[config.mk]
export PLATFORM = sky130hd
export DESIGN_NAME = mem_arbiter_nch
export DESIGN_NICKNAME = d
export VERILOG_FILES = /design/src/rtl/mem_arbiter_nch_pkg.sv /design/src/rtl/mem_arbiter_nch_rr_arbiter.sv /design/src/rtl/mem_arbiter_nch.sv
export SDC_FILE = /design/constraint.sdc
export NUM_CORES = 1
export LEC_CHECK = 0
export ABC_AREA = 1
export CAP_MARGIN = 20
export CORE_AREA = 2 2 178 180
export CTS_BUF_LIST = sky130_fd_sc_hd__clkbuf_4 sky130_fd_sc_hd__clkbuf_8
export DETAILED_ROUTE_END_ITERATION = 8
export DIE_AREA = 0 0 180 182
export HOLD_SLACK_MARGIN = 0.02
export SLEW_MARGIN = 20
export SYNTH_ARGS = -nofsm -noshare
export SYNTH_HDL_FRONTEND = slang
export SYNTH_SLANG_ARGS = --single-unit
[constraint.sdc]
create_clock -name clock_i -period 7.4 [get_ports clock_i]
set_clock_uncertainty 0.2 [all_clocks]
set_input_delay 1.48 -clock clock_i [delete_from_list [all_inputs] [get_ports clock_i]]
set_output_delay 1.48 -clock clock_i [all_outputs]
set_load 0.02 [all_outputs]
[src/rtl/mem_arbiter_nch_pkg.sv]
// Shared types for the N-channel memory bus arbiter.
// Latency: n/a (types and constants only).
// Backpressure: n/a.
//
// Bus command encoding mirrors the core's sys_defs values so the arbiter can
// sit directly between the caches and the memory model.
package mem_arbiter_nch_pkg;

    typedef enum logic [1:0] {
        BUS_NONE  = 2'b00,
        BUS_LOAD  = 2'b01,
        BUS_STORE = 2'b10
    } BUS_COMMAND;

    typedef enum logic {
        ARB_FIXED = 1'b0,
        ARB_RR    = 1'b1
    } ARB_MODE;

    typedef logic [3:0] MEM_TAG;

    // Owner channel field is sized for up to 16 requestors.
    localparam int OWNER_CH_W = 4;

    typedef struct packed {
        logic                  valid;
        logic                  discard;
        logic [OWNER_CH_W-1:0] ch;
    } TAG_OWNER;

endpackage

[src/rtl/mem_arbiter_nch_rr_arbiter.sv]
// Rotating-priority arbiter: picks the first set request at or after ptr_i.
// Latency: purely combinational.
// Backpressure: none; grant is one-hot over req_i, all-zero when req_i is empty.
//
// Ports:
//   req_i  [N]   request vector
//   ptr_i  [PW]  index with highest priority (must be < N)
//   gnt_o  [N]   one-hot grant
module rr_arbiter #(
    parameter int N  = 2,
    parameter int PW = (N > 1) ? $clog2(N) : 1
) (
    input  logic [N-1:0]  req_i,
    input  logic [PW-1:0] ptr_i,
    output logic [N-1:0]  gnt_o
);

    logic [N-1:0] rot;
    logic [N-1:0] first;
    logic         found;

    // Rotate requests so ptr_i lands on bit 0, take the lowest set bit,
    // then rotate the one-hot result back into channel positions.
    always_comb begin
        rot   = N'({req_i, req_i} >> ptr_i);
        first = '0;
        found = 1'b0;
        for (int i = 0; i < N; i++) begin
            if (rot[i] && !found) begin
                first[i] = 1'b1;
                found    = 1'b1;
            end
        end
        gnt_o = N'(({first, first} << ptr_i) >> N);
    end

endmodule

[src/rtl/mem_arbiter_nch.sv]
// Shares one memory bus among NUM_CH requestors with fixed/RR arbitration,
// starvation guard, per-tag response routing and per-channel load flush.
// Latency: grant and mem_* are combinational; table/pointer/counters update at posedge.
// Backpressure: memory rejects by returning response 0; requestor must hold its command.
//
// Ports:
//   clock_i, reset_i            clock, synchronous active-high reset
//   arb_mode_i                  0 = fixed priority, 1 = round-robin
//   req_command/addr/data_i     per-channel request
//   flush_ch_i                  per-channel discard of in-flight loads
//   mem_command/addr/data_o     to memory, from granted channel
//   mem2proc_response/data/tag_i  memory acceptance tag and returning data/tag
//   ch_response_o, ch_tag_o     per-channel acceptance tag and return tag
//   ch_data_o                   returning data broadcast
//   outstanding_o               number of live load-table entries
//   orphan_err_o                sticky: a return tag had no owner
module mem_arbiter_nch
    import mem_arbiter_nch_pkg::*;
#(
    parameter int NUM_CH       = 2,
    parameter int NUM_TAGS     = 16,
    parameter int STARVE_LIMIT = 8,
    parameter int XLEN         = 32
) (
    input  logic                          clock_i,
    input  logic                          reset_i,
    input  logic                          arb_mode_i,
    input  logic [NUM_CH-1:0][1:0]        req_command_i,
    input  logic [NUM_CH-1:0][XLEN-1:0]   req_addr_i,
    input  logic [NUM_CH-1:0][63:0]       req_data_i,
    input  logic [NUM_CH-1:0]             flush_ch_i,
    output logic [1:0]                    mem_command_o,
    output logic [XLEN-1:0]               mem_addr_o,
    output logic [63:0]                   mem_data_o,
    input  logic [3:0]                    mem2proc_response_i,
    input  logic [63:0]                   mem2proc_data_i,
    input  logic [3:0]                    mem2proc_tag_i,
    output logic [NUM_CH-1:0][3:0]        ch_response_o,
    output logic [NUM_CH-1:0][3:0]        ch_tag_o,
    output logic [63:0]                   ch_data_o,
    output logic [$clog2(NUM_TAGS):0]     outstanding_o,
    output logic                          orphan_err_o
);

    localparam int CH_W  = (NUM_CH > 1) ? $clog2(NUM_CH) : 1;
    localparam int CNT_W = $clog2(STARVE_LIMIT + 1);
    localparam int OUT_W = $clog2(NUM_TAGS) + 1;

    logic [NUM_CH-1:0] req_vld;
    logic [NUM_CH-1:0] starve_hit;
    logic [NUM_CH-1:0] gnt_fix;
    logic [NUM_CH-1:0] gnt_stv;
    logic [NUM_CH-1:0] gnt_rr;
    logic [NUM_CH-1:0] gnt;
    logic [CH_W-1:0]   gnt_idx;
    logic [1:0]        gnt_cmd;
    logic              accepted;

    logic [CNT_W-1:0]  starve_cnt_q [NUM_CH];
    logic [CNT_W-1:0]  starve_cnt_d [NUM_CH];
    logic [CH_W-1:0]   rr_ptr_q;
    logic [CH_W-1:0]   rr_ptr_d;
    TAG_OWNER          owner_q [NUM_TAGS];
    TAG_OWNER          owner_d [NUM_TAGS];
    logic              orphan_err_q;
    logic              orphan_err_d;

    MEM_TAG            ret_tag;
    MEM_TAG            acc_tag;
    TAG_OWNER          ret_ent;
    logic              ret_vld;
    logic              ret_route;

    // ------------------------------------------------------------------
    // Request decode
    // ------------------------------------------------------------------
    always_comb begin
        for (int c = 0; c < NUM_CH; c++) begin
            req_vld[c]    = (req_command_i[c] != BUS_NONE);
            starve_hit[c] = req_vld[c] && (starve_cnt_q[c] == CNT_W'(STARVE_LIMIT));
        end
    end

    // Fixed priority is a rotating search anchored at channel 0; the
    // starvation sub-arbiter uses the same rule over starved channels only.
    rr_arbiter #(.N(NUM_CH), .PW(CH_W)) u_arb_fix (
        .req_i (req_vld),
        .ptr_i ('0),
        .gnt_o (gnt_fix)
    );

    rr_arbiter #(.N(NUM_CH), .PW(CH_W)) u_arb_stv (
        .req_i (starve_hit),
        .ptr_i ('0),
        .gnt_o (gnt_stv)
    );

    rr_arbiter #(.N(NUM_CH), .PW(CH_W)) u_arb_rr (
        .req_i (req_vld),
        .ptr_i (rr_ptr_q),
        .gnt_o (gnt_rr)
    );

    // ------------------------------------------------------------------
    // Grant select and bus mux
    // ------------------------------------------------------------------
    always_comb begin
        if (arb_mode_i == ARB_RR) begin
            gnt = gnt_rr;
        end else if (|starve_hit) begin
            gnt = gnt_stv;
        end else begin
            gnt = gnt_fix;
        end

        gnt_idx    = '0;
        gnt_cmd    = BUS_NONE;
        mem_addr_o = '0;
        mem_data_o = '0;
        for (int c = 0; c < NUM_CH; c++) begin
            if (gnt[c]) begin
                gnt_idx    = CH_W'(c);
                gnt_cmd    = req_command_i[c];
                mem_addr_o = req_addr_i[c];
                mem_data_o = req_data_i[c];
            end
        end
        mem_command_o = gnt_cmd;

        acc_tag  = mem2proc_response_i;
        accepted = (|gnt) && (acc_tag != '0);

        for (int c = 0; c < NUM_CH; c++) begin
            ch_response_o[c] = gnt[c] ? mem2proc_response_i : 4'd0;
        end
    end

    // ------------------------------------------------------------------
    // Starvation counters and round-robin pointer
    // ------------------------------------------------------------------
    always_comb begin
        for (int c = 0; c < NUM_CH; c++) begin
            if (req_vld[c] && !(accepted && gnt[c])) begin
                starve_cnt_d[c] = (starve_cnt_q[c] == CNT_W'(STARVE_LIMIT))
                                ? starve_cnt_q[c]
                                : starve_cnt_q[c] + CNT_W'(1);
            end else begin
                starve_cnt_d[c] = '0;
            end
        end

        // Pointer only advances on acceptance so a rejected channel retries first.
        rr_ptr_d = rr_ptr_q;
        if (accepted && (arb_mode_i == ARB_RR)) begin
            rr_ptr_d = (gnt_idx == CH_W'(NUM_CH - 1)) ? '0 : gnt_idx + CH_W'(1);
        end
    end

    // ------------------------------------------------------------------
    // Return routing and tag owner table
    // ------------------------------------------------------------------
    always_comb begin
        ret_tag   = mem2proc_tag_i;
        ret_ent   = owner_q[ret_tag];
        ret_vld   = (ret_tag != '0);
        ret_route = ret_vld && ret_ent.valid && !ret_ent.discard;

        for (int c = 0; c < NUM_CH; c++) begin
            ch_tag_o[c] = (ret_route && (ret_ent.ch == OWNER_CH_W'(c))) ? ret_tag : 4'd0;
        end
        ch_data_o = mem2proc_data_i;

        orphan_err_d = orphan_err_q | (ret_vld && !ret_ent.valid);

        // Order matters: flush marks, then the return clears its entry,
        // then a new acceptance of the same tag overwrites it.
        for (int t = 0; t < NUM_TAGS; t++) begin
            owner_d[t] = owner_q[t];
            for (int c = 0; c < NUM_CH; c++) begin
                if (owner_q[t].valid && flush_ch_i[c] &&
                    (owner_q[t].ch == OWNER_CH_W'(c))) begin
                    owner_d[t].discard = 1'b1;
                end
            end
        end

        if (ret_vld) begin
            owner_d[ret_tag] = '0;
        end

        if (accepted && (gnt_cmd == BUS_LOAD)) begin
            owner_d[acc_tag] = '{valid:   1'b1,
                                 discard: |(flush_ch_i & gnt),
                                 ch:      OWNER_CH_W'(gnt_idx)};
        end

        outstanding_o = '0;
        for (int t = 0; t < NUM_TAGS; t++) begin
            outstanding_o = outstanding_o + OUT_W'(owner_q[t].valid);
        end

        orphan_err_o = orphan_err_q;
    end

    // ------------------------------------------------------------------
    // State
    // ------------------------------------------------------------------
    always_ff @(posedge clock_i) begin
        if (reset_i) begin
            for (int t = 0; t < NUM_TAGS; t++) begin
                owner_q[t] <= '0;
            end
            for (int c = 0; c < NUM_CH; c++) begin
                starve_cnt_q[c] <= '0;
            end
            rr_ptr_q     <= '0;
            orphan_err_q <= 1'b0;
        end else begin
            for (int t = 0; t < NUM_TAGS; t++) begin
                owner_q[t] <= owner_d[t];
            end
            for (int c = 0; c < NUM_CH; c++) begin
                starve_cnt_q[c] <= starve_cnt_d[c];
            end
            rr_ptr_q     <= rr_ptr_d;
            orphan_err_q <= orphan_err_d;
        end
    end

endmodule

Yosys cells after proc, flatten, opt, wreduce, memory -nomap -nowiden. Memories as Yosys holds them, arrays and structs flattened. Index checks and enable logic that the tools add are counted.

Reductions and logical operators: 114. Shifts and indexed selects: 2. Mux-type cells: 84. Order comparisons: 4. Equal/unequal tests: 20. Add/sub/neg operators: 18. Bitwise operators: 24.

Operator list (number): 2-to-1 mux 96 bit (2); 2-to-1 mux 64 bit (2); 2-to-1 mux 6 bit (18); AND 96 bit (1); bitwise mux 96 bit (1); inverter 96 bit (1); logical AND 1 bit (83); == test 4 x 1 -> 1 bit (second input constant) (17); logical NOT 4 bit (17); 2-to-1 mux 32 bit (2); adder 5 x 1 -> 5 bit (11); demux 6 bit (select 4 bit) (2); 2-to-1 mux 1 bit (43); 2-to-1 mux 4 bit (10); bitwise OR 1 bit (19); greater-or-equal comparator 5 bit (second input constant) (2); less-than comparator 5 x 1 -> 1 bit (second input constant) (2); inverter 4 -> 5 bit (2); adder 4 x 1 -> 4 bit (second input constant) (2); == test 4 bit (second input constant) (2); 2-to-1 mux 2 bit (4); nonzero test 4 bit (2); logical NOT 1 bit (7); OR reduction 2 bit (3); 10 further kinds (11).

Memories kept: 2. Bits of input ports: 273. Register bits: 2. Output and inout port bits: 184. Logic and storage cells: 270. RAM bits: 104.

Memory list: owner_q (depth 16, width 6, rd ports 17, clocked after memory_dff 0, write ports 16, line mem_arbiter_nch.sv:63) `TAG_OWNER owner_q [NUM_TAGS];`; starve_cnt_q (depth 2, width 4, rd ports 2, clocked after memory_dff 0, write ports 2, line mem_arbiter_nch.sv:59) `logic [CNT_W-1:0] starve_cnt_q [NUM_CH];`.

Logic depth before layout (Yosys ltp). An unclocked memory read counts as a cell.

Word-level depth: 16. Depth in mapped cells: 15. Mapped depth without buffers: 14.

Modules after synthesis. Synthesis repeated with hierarchy kept, for this count alone.

Cell total of the unflattened synthesis: 1392. Area, all modules: 8451.9 um^2.

By module, submodules not included: mem_arbiter_nch (cells each 1380, sequential area each 2122.0 um^2, area an instance 8369.3 um^2, times used 1); rr_arbiter (cells each 4, sequential area each 0.0 um^2, area an instance 27.5 um^2, times used 3).

Worst setup path before layout. OpenSTA, ideal clock, no wires.

Path kind: register to output. Start: memory owner_q[9][5] (netlist name). End: output port outstanding_o[2]. Arrival: 3431 ps. Path slack: 2289 ps. Buffers on the path: 0. Cell stages (with the launch flop): 10. Required time: 5720 ps. Cell sequence: dfxtp_1 inv_1 fa_1 fa_1 fa_1 fa_1 inv_1 ha_1 fa_1 xor2_1.

RTL lines: start: declaration (line mem_arbiter_nch.sv:63); end: declaration (line mem_arbiter_nch.sv:41) `output logic [$clog2(NUM_TAGS):0] outstanding_o,`.

==> flow_metrics.env <==
export IMPL_place_hpwl_um=30730
export IMPL_ir_drop_mv=0.07314
export IMPL_use_met1=0.2747
export IMPL_antenna_found_initial=0
export IMPL_cts_hold_buf=0
export IMPL_cts_tree="built"
export IMPL_detail_route_antenna_nets=0
export IMPL_syn_nets=1687
export IMPL_die_w_um=180
export IMPL_multi_input_area_um2=4397
export IMPL_stdcell_area_um2=11530
export IMPL_async_reset_ff_frac=0
export IMPL_area_delta_synth_final_pct=40.89
export IMPL_clock_sinks=106
export IMPL_io_pins=457
export IMPL_start_kind="input pin"
export IMPL_routed_wirelength_um=38170
export IMPL_max_freq_ghz=0.1561
export IMPL_avgViaCountPerCell=4.646
export IMPL_synth_top_area_share=0.2593
export IMPL_yosysWarnings=0
export IMPL_setup_viol=0
export IMPL_period_needed_ns=6.406
export IMPL_vias=9459
export IMPL_grt_pass1_vias=9174
export IMPL_fin_nets=1921
export IMPL_status="finished clean"
export IMPL_wire_per_inst_um=18.75
export IMPL_slew_violations=0
export IMPL_drc_errors=0
export IMPL_insertion_delay_ns=0.39
export IMPL_overflow=0
export IMPL_avgSynthCellArea_um2=5.866
export IMPL_grt_util_all_layers=0.2270
export IMPL_post_place_ws_ns=1.060
export IMPL_synth_area_leaders="dfxtp_1, nand2_1, inv_1, o21ai_0, nor2_1"
export IMPL_regArea_um2=2122
export IMPL_hold_path_class="register to register"
export IMPL_power_density_nw_per_um2=139.5
export IMPL_path_max_fanout=20
export IMPL_worst_slew_pin_slew_ns=0.9783
export IMPL_synthesis_instances=1395
export IMPL_start_util=0.2641
export IMPL_n_fill_cell=3319
export IMPL_path_class="input pin to output pin"
export IMPL_final_setup_tns_ns=0
export IMPL_cts_buffers=9
export IMPL_crit_arrival_ns=4.73
export IMPL_grt_busiest_layer="met2"
export IMPL_synth_top_cell_by_area="dfxtp_1"
export IMPL_regToRegSetupSlack_ns=3.72
export IMPL_timing_final_crit_share=0.8657
export IMPL_end_kind="output pin"
export IMPL_io_buffers=328
export IMPL_dr_pass1_iters=6
export IMPL_synth_seq_cells=106
export IMPL_place_area_um2=11310
export IMPL_cts_root_buf="clkbuf_8"
export IMPL_grt_max_degree=78
export IMPL_antenna_cells=0
export IMPL_ctsResizeCount=0
export IMPL_netlist_area_um2=8183
export IMPL_fp_row_count=65
export IMPL_htree_levels=3
export IMPL_maxCapViolations=0
export IMPL_cts_path_max_buffers=2
export IMPL_yosys_most_used_dff="dfxtp_1"
export IMPL_max_slew_margin=0.3457
export IMPL_crit_required_ns=5.72
export IMPL_grt_pass1_wl_um=56810
export IMPL_met3_usage=0.07060
export IMPL_rsz0062_at_grt="no"
export IMPL_coreArea_um2=30990
export IMPL_cts_clk_slew_worst_paths_ns=0.10
export IMPL_hold_violations=0
export IMPL_setup_ws_ns=0.9937
export IMPL_drive_gt1_frac=0.04651
export IMPL_synth_edf_count=0
export IMPL_seq_area_frac_synth=0.2593
export IMPL_synth_cell_types=36
export IMPL_met2_usage=0.3868
export IMPL_gp_congestion=0.9247
export IMPL_die_area_um2=32760
export IMPL_cts_setup_buffers=0
export IMPL_drt_initial_drc_count=567
export IMPL_dieHeight_um=182
export IMPL_p_leak_nw=4.849
-- final cells by class --
cell class | count | area share
Clock buffer | 13 | 0.01498
Timing Repair Buffer | 342 | 0.2935
Clock inverter | 3 | 0.004016
Inverter | 241 | 0.07847
Tap cell | 402 | 0.04363
Multi-Input combinational cell | 929 | 0.3814
Sequential cell | 106 | 0.1841
-- power breakdown --
group / switching [mW] / internal [mW] / total [mW]
clock network: 0.210 / 0.189 / 0.399
registers: 0.00609 / 0.579 / 0.585
logic: 0.360 / 0.265 / 0.625
-- final timing paths --
| check | from | endpoint | cells after the start |
|---|---|---|---|
| worst min register to register | owner_q[10][2]$_SDFF_PP0_ | owner_q[10][2]$_SDFF_PP0_ | 2 |
| worst max-delay path | mem2proc_tag_i[0] | ch_tag_o[1] | 12 |
| worst min-delay path | owner_q[10][2]$_SDFF_PP0_ | owner_q[10][2]$_SDFF_PP0_ | 2 |
| worst max register to register | starve_cnt_q[0][0]$_SDFFE_PP0P_ | owner_q[8][3]$_SDFF_PP0_ | 13 |
-- stage by stage --
stage / total power [mW] / hold WS, ns / util / std cells
2_1_floorplan: 0.9290 / 0.2159 / - / 1395
4_1_cts: 1.619 / 0.2474 / 0.3721 / 2036
5_1_grt: 1.684 / 0.2581 / 0.3721 / 2036
3_3_place_gp: 1.228 / 0.2302 / 0.3650 / 2020
6_report: 1.608 / 0.2496 / 0.3721 / 2036
3_5_place_dp: 1.224 / 0.2318 / 0.3650 / 2020
-- routing by layer --
layer,up-vias,share of wire
met5,-,0
met4,0,0.023
met3,48,0.089
met2,383,0.48
met1,4343,0.41
li1,4685,-
-- critical path, stage by stage --
cell             delay, ns
clkdlybuf4s50_1       0.99
inv_2                 0.27
nand2_1               0.44
nor2_1                0.08
nor2_1                0.11
nand3_1               0.08
nand2_1               0.07
nand2_1               0.06
nor2_1                0.15
nand2_1               0.15
nor3_1                0.18
clkdlybuf4s50_1       0.65
-- layout by cell type (no fill, tap or decap), drive strengths merged --
cell and n:
a21boi 1, xnor2 1, bufinv 1, clkbuf 13, fa 10, clkdlybuf4s50 327
xor2 4, nor4 1, ha 9, buf 15, o22ai 15, dfxtp 106
o211ai 4, a21oi 52, nand3 39, o21ai 151, clkinv 1, clkinvlp 1
inv 241, nand3b 1, a31o 4, o21bai 6, a22oi 1, nor2 162
nand2 422, nor3 33, nand4 13
-- cells in the mapped netlist (all sizes together) (6+ instances only) --
cell    instances
nand2         422
inv           241
nor2          162
o21ai         151
dfxtp         106
buf            89
a21oi          52
nand3          39
nor3           33
clkbuf         30
o22ai          15
nand4          13
fa             10
ha              9
o21bai          6
-- cells by family after synthesis --
group	count (synthesis)	share of synthesized area
flip-flops	106	0.2593
adder cells (fa/ha/maj)	19	0.03823
AO/OA/AOI/OAI	234	0.1560
buffers and inverters	360	0.2049
XOR/XNOR	5	0.005351
AND/OR/NAND/NOR	671	0.3362
-- flip-flops by register name, summed over array words and instances (netlist names) --
signal	count
owner_q	96
orphan_err_o	1
rr_ptr_q	1
starve_cnt_q	8
Power figures use the tool's default switching activity.
